**src/rtl/flappy_pkg.sv**
```systemverilog
// Shared flappy-bird definitions: game phase encoding, BCD score sizing and BCD increment.
// Latency: none (constants and a combinational helper only).
// Backpressure: not applicable.
`timescale 1ns/1ps
package flappy_pkg;

    localparam logic [1:0] ST_IDLE    = 2'd0;
    localparam logic [1:0] ST_PLAYING = 2'd1;
    localparam logic [1:0] ST_DYING   = 2'd2;
    localparam logic [1:0] ST_OVER    = 2'd3;

    localparam int                 BCD_DIGITS = 4;
    localparam int                 SCORE_W    = 16;
    localparam logic [SCORE_W-1:0] BCD_MAX    = 16'h9999;

    // Ripple +1 through the digits; each 9 wraps to 0 and carries onward.
    function automatic logic [SCORE_W-1:0] bcd_inc(input logic [SCORE_W-1:0] v);
        logic [SCORE_W-1:0] r;
        logic               carry;
        r     = v;
        carry = 1'b1;
        for (int i = 0; i < BCD_DIGITS; i++) begin
            if (carry) begin
                if (v[i*4 +: 4] == 4'd9) begin
                    r[i*4 +: 4] = 4'd0;
                end else begin
                    r[i*4 +: 4] = v[i*4 +: 4] + 4'd1;
                    carry       = 1'b0;
                end
            end
        end
        return r;
    endfunction

endpackage

```
**src/rtl/bcd_counter.sv**
```systemverilog
// 4-digit saturating BCD counter; clr has priority over inc, 9999 holds.
// Latency: count updates one cycle after clr/inc.
// Backpressure: none; every inc is accepted (dropped only when saturated).
`timescale 1ns/1ps
module bcd_counter
    import flappy_pkg::*;
(
    input  logic               clk,
    input  logic               reset,
    input  logic               clr,
    input  logic               inc,
    output logic [SCORE_W-1:0] count
);

    always_ff @(posedge clk) begin
        if (!reset) begin
            count <= '0;
        end else if (clr) begin
            count <= '0;
        end else if (inc && (count != BCD_MAX)) begin
            count <= bcd_inc(count);
        end
    end

endmodule

```
**src/rtl/game_controller.sv**
```systemverilog
// Flappy-bird game sequencer: phase FSM, flap edge detect, death timer, blink, score.
// Latency: Moore outputs and flap_pulse one cycle after the causing event; optional GAME_CONTROLLER_HIGH_SCORE_EN.
// Backpressure: none; inputs are sampled every cycle and never stalled.
`timescale 1ns/1ps
module game_controller
    import flappy_pkg::*;
#(
    parameter int DEATH_FRAMES = 60,
    parameter int BLINK_FRAMES = 16
) (
    input  logic               clk,
    input  logic               reset,
    input  logic               frame_tick,
    input  logic               flap_btn,
    input  logic               bird_alive,
    input  logic               pipe_passed,
    output logic [1:0]         state,
    output logic               world_reset,
    output logic               world_enable,
    output logic               flap_pulse,
    output logic [SCORE_W-1:0] score,
    output logic [SCORE_W-1:0] high_score,
    output logic               blink
);

    localparam int FC_W = (DEATH_FRAMES > 1) ? $clog2(DEATH_FRAMES + 1) : 1;
    localparam int BC_W = (BLINK_FRAMES > 1) ? $clog2(BLINK_FRAMES) : 1;

    logic            btn_q;
    logic            press;
    logic [FC_W-1:0] frame_cnt;
    logic [BC_W-1:0] blink_cnt;
    logic            score_clr;
    logic            score_inc;
    logic            dying_done;

    assign press      = flap_btn & ~btn_q;
    assign score_clr  = (state == ST_IDLE) && press;
    // Death outranks a same-cycle pipe pass, so no point is scored on the fatal cycle.
    assign score_inc  = (state == ST_PLAYING) && bird_alive && pipe_passed;
    assign dying_done = (state == ST_DYING) &&
                        ((frame_cnt == '0) || (frame_tick && (frame_cnt == FC_W'(1))));

    assign world_reset  = (state == ST_IDLE);
    assign world_enable = (state == ST_PLAYING);

    always_ff @(posedge clk) begin
        if (!reset) begin
            state      <= ST_IDLE;
            btn_q      <= 1'b1;
            frame_cnt  <= '0;
            blink_cnt  <= '0;
            blink      <= 1'b0;
            flap_pulse <= 1'b0;
        end else begin
            btn_q      <= flap_btn;
            flap_pulse <= 1'b0;
            case (state)
                ST_IDLE: begin
                    if (press) state <= ST_PLAYING;
                end
                ST_PLAYING: begin
                    if (!bird_alive) begin
                        state     <= ST_DYING;
                        frame_cnt <= FC_W'(DEATH_FRAMES);
                    end else if (press) begin
                        flap_pulse <= 1'b1;
                    end
                end
                ST_DYING: begin
                    if (dying_done) begin
                        state     <= ST_OVER;
                        frame_cnt <= '0;
                        blink     <= 1'b1;
                        blink_cnt <= '0;
                    end else if (frame_tick) begin
                        frame_cnt <= frame_cnt - 1'b1;
                    end
                end
                default: begin
                    if (press) begin
                        state <= ST_IDLE;
                        blink <= 1'b0;
                    end else if (frame_tick) begin
                        if (blink_cnt == BC_W'(BLINK_FRAMES - 1)) begin
                            blink     <= ~blink;
                            blink_cnt <= '0;
                        end else begin
                            blink_cnt <= blink_cnt + 1'b1;
                        end
                    end
                end
            endcase
        end
    end

    bcd_counter u_score (
        .clk   (clk),
        .reset (reset),
        .clr   (score_clr),
        .inc   (score_inc),
        .count (score)
    );

`ifdef GAME_CONTROLLER_HIGH_SCORE_EN
    // Valid BCD orders the same as binary, so a plain magnitude compare is MSD-first.
    always_ff @(posedge clk) begin
        if (!reset) begin
            high_score <= '0;
        end else if (dying_done && (score > high_score)) begin
            high_score <= score;
        end
    end
`else
    assign high_score = '0;
`endif

endmodule

```
**config.mk**
```make
export PLATFORM = sky130hd
export DESIGN_NAME = game_controller
export DESIGN_NICKNAME = d
export VERILOG_FILES = /design/src/rtl/flappy_pkg.sv /design/src/rtl/bcd_counter.sv /design/src/rtl/game_controller.sv
export SDC_FILE = /design/constraint.sdc
export NUM_CORES = 1
export LEC_CHECK = 0
export ABC_AREA = 1
export BUFFER_PORTS_ARGS = -buffer_cell sky130_fd_sc_hd__buf_2
export CORE_MARGIN = 1
export CORE_UTILIZATION = 39
export CTS_BUF_LIST = sky130_fd_sc_hd__clkbuf_8
export DETAILED_ROUTE_END_ITERATION = 7
export PLACE_DENSITY = 0.72
export SYNTH_ARGS = -nofsm -noshare
export SYNTH_HDL_FRONTEND = slang
export SYNTH_SLANG_ARGS = --single-unit
```
**constraint.sdc**
```tcl
create_clock -name clk -period 2 [get_ports clk]
set_clock_uncertainty 0.2 [all_clocks]
set_input_delay 0.3 -clock clk [delete_from_list [all_inputs] [get_ports clk]]
set_output_delay 0.3 -clock clk [all_outputs]
set_load 0.01 [all_outputs]
```
==> impl_metrics.ini <==
[worst_setup_path]
cpMaxStageDelayCell = dfxtp_1
crit_path_max_fanout = 9
crit_top_cell = nor2_1
arrival_ns = 1.77
end_kind = flip-flop
required_ns = 1.98
path_buf_inv = 1
worst-setup-path-type = reg2reg
cpLargestDelayFamily = simple AND/OR/NAND/NOR gates
max_stage_delay_ns = 0.41
start_kind = flip-flop
path_cells = ha_1 > nand2_2 > nor2_4 > buf_12 > nand3_2 > nor2_1 > nor2_1

[grt]
grt-ovfl-total = 0
grt_pass1_wl_um = 7250
grtUsageTotal = 0.162
grt_pass1_vias = 1700
antenna_found_initial = 0
grt_start_max_net_pins = 14

[timing]
finalHoldViolations = 0
hold_ws_ns = 0.122
period_minus_slack_ns = 1.80
rsz0062_at_grt = false
finalSetupTns_ns = 0
fmax_mhz = 557
setup_viol = 0
period_share = 0.898
drv_slew = 0

[floorplanning]
die_y_um = 75.4
core_um2 = 5140
rows = 26
initial_core_util = 0.408
die_w_um = 75.4
io_pins = 44
die-area_um2 = 5680

[yosys]
synth_top_cells_by_count = 73 x nand2_1, 41 x inv_1, 39 x nor2_1
synthArstFlopShare = 0
synth_cells = 317
yosysTopAreaCellShare = 0.296
post_synth_main_area_contributors = dfxtp_1 30%, nand2_1 13%, inv_1 7.3%
synthDistinctLibCells = 28
synth_ff_type = dfxtp_1
syn_area_um2 = 2100
synth_top_area_cell = dfxtp_1
synth.most_common_cell = nand2_1
synth.avg_cell_area_um2 = 6.62
ys_ff_latch = 31
synth_edf_count = 0
yosysWarningCount = 0
yosysSeqAreaShare = 0.296

[detailed_routing]
vias_per_cell = 4.65
vias = 1961
post-route-drc-count = 0
wirelength_um = 4370
dr.pass1.iters = 4
first_iter_violations = 122
ant_nets = 0
avgRoutedWirePerCell_um = 10.3

[clock_network]
tritoncts = built
cts.htree.levels = 2
numCtsBuffers = 5
clkTransAtPathRegs_ns = 0.07
cts_root_buffer = clkbuf_8
cts_buffer_depth = 2
cts_sinks = 31
clock_latency_ns = 0.29

[pwr]
ir_worst_vdd_v = 0.000265
powerDensity_nw_per_um2 = 723
p_leak_uw = 0.00112

[layout]
drive_gt1_frac = 0.190
antenna_cells = 0
area_delta_synth_final_pct = 14.1
fin_nets = 365

[place]
routabilityCongestion = 0.875
port_buffers = 27
hpwlAfterDp_um = 3270

[status]
status = finished clean

[run]
drv_cap = 0

[hold_path]
hold_class = in2reg
[area by class of cell]
| cell class | count | area (µm²) |
|---|---|---|
| Fill cell | 560 | 2750 |
| Multi-Input combinational cell | 236 | 1230 |
| Timing Repair Buffer | 32 | 188 |
| Clock inverter | 1 | 3.75 |
| Tap cell | 70 | 87.6 |
| Clock buffer | 7 | 96.3 |
| Sequential cell | 31 | 621 |
| Inverter | 45 | 169 |
[where the power goes]
group / total (µW) / leakage, µW / switching (µW) / internal [µW]
clock: 561 / 0.0000557 / 251 / 309
sequential: 702 / 0.000252 / 40.2 / 662
combinational: 470 / 0.000813 / 301 / 169
[final timing paths]
kind | slack, ns | startpoint | cells past startpoint | end
worst max-delay path | 0.20 | state[0]$_SDFFE_PN0P_ | 7 | u_score.count[4]$_SDFFE_PP0P_
worst min-delay path | 0.12 | reset | 2 | btn_q$_SDFF_PN1_
worst max register to register | 0.20 | state[0]$_SDFFE_PN0P_ | 7 | u_score.count[4]$_SDFFE_PP0P_
worst min register to register | 0.27 | blink_cnt[1]$_SDFFE_PN0P_ | 2 | blink_cnt[1]$_SDFFE_PN0P_
[logic make-up after synthesis]
group / Yosys count / synth area share
other: 1 / 0.00179
xor gates and xnor gates: 7 / 0.0292
and+or+nand+nor: 171 / 0.389
adders and majority gates: 8 / 0.0477
buffers and inverters: 65 / 0.147
AOI/OAI and AO/OA: 34 / 0.0900
DFF: 31 / 0.296
[flip-flops by register name, summed over array words and instances, names as in the netlist]
signal         flops
state              2
u_score.count     16
blink_cnt          4
btn_q              1
frame_cnt          6
blink              1
flap_pulse         1
[per-layer routing]
| layer | routed length (µm) | global-route usage | up-vias |
|---|---|---|---|
| li1 | - | - | 1036 |
| met1 | 2150 | 0.216 | 882 |
| met2 | 2050 | 0.265 | 38 |
| met3 | 128 | 0.0251 | 5 |
| met4 | 40 | 0.0617 | 0 |
| met5 | 0 | 0 | - |
[metrics by stage]
stage          cells   util  power (µW)  setup slack, ns  instance area, µm²
5_1_grt          422  0.466        1840          0.00910                2390
4_1_cts          422  0.465        1730            0.161                2390
6_report         422  0.466        1730            0.205                2390
3_5_place_dp     413  0.444        1180            0.196                2280
2_1_floorplan    332      -        1100            0.238                2160
3_3_place_gp     413  0.444        1170            0.227                2280
[what timing repair did]
item | 4_1_cts | 5_1_grt
setup buffers | 0 | 0
gates resized for setup | 0 | 1
endpoints found under the setup margin | 0 | 2
endpoints found under the hold margin | 1 | 0
hold buffers | 1 | 0
[cells in the final DEF, fill, tap and decap left out, types with 4 or more instances in the layout]
cell type  synthesis  routed
a21oi_1           15      15
buf_2              3      27
clkbuf_8           0       7
conb_1             1      16
dfxtp_1           31      31
ha_1               8       7
inv_1             41      42
nand2_1           73      73
nand2_2            7       7
nand3_1           21      21
nand3_2            4       4
nand4_1           14      14
nor2_1            39      39
nor2_2             4       4
nor2_4             5       5
o21ai_0           13      13
xor2_1             6       6
Note: power is estimated with default switching activity, not from simulation.
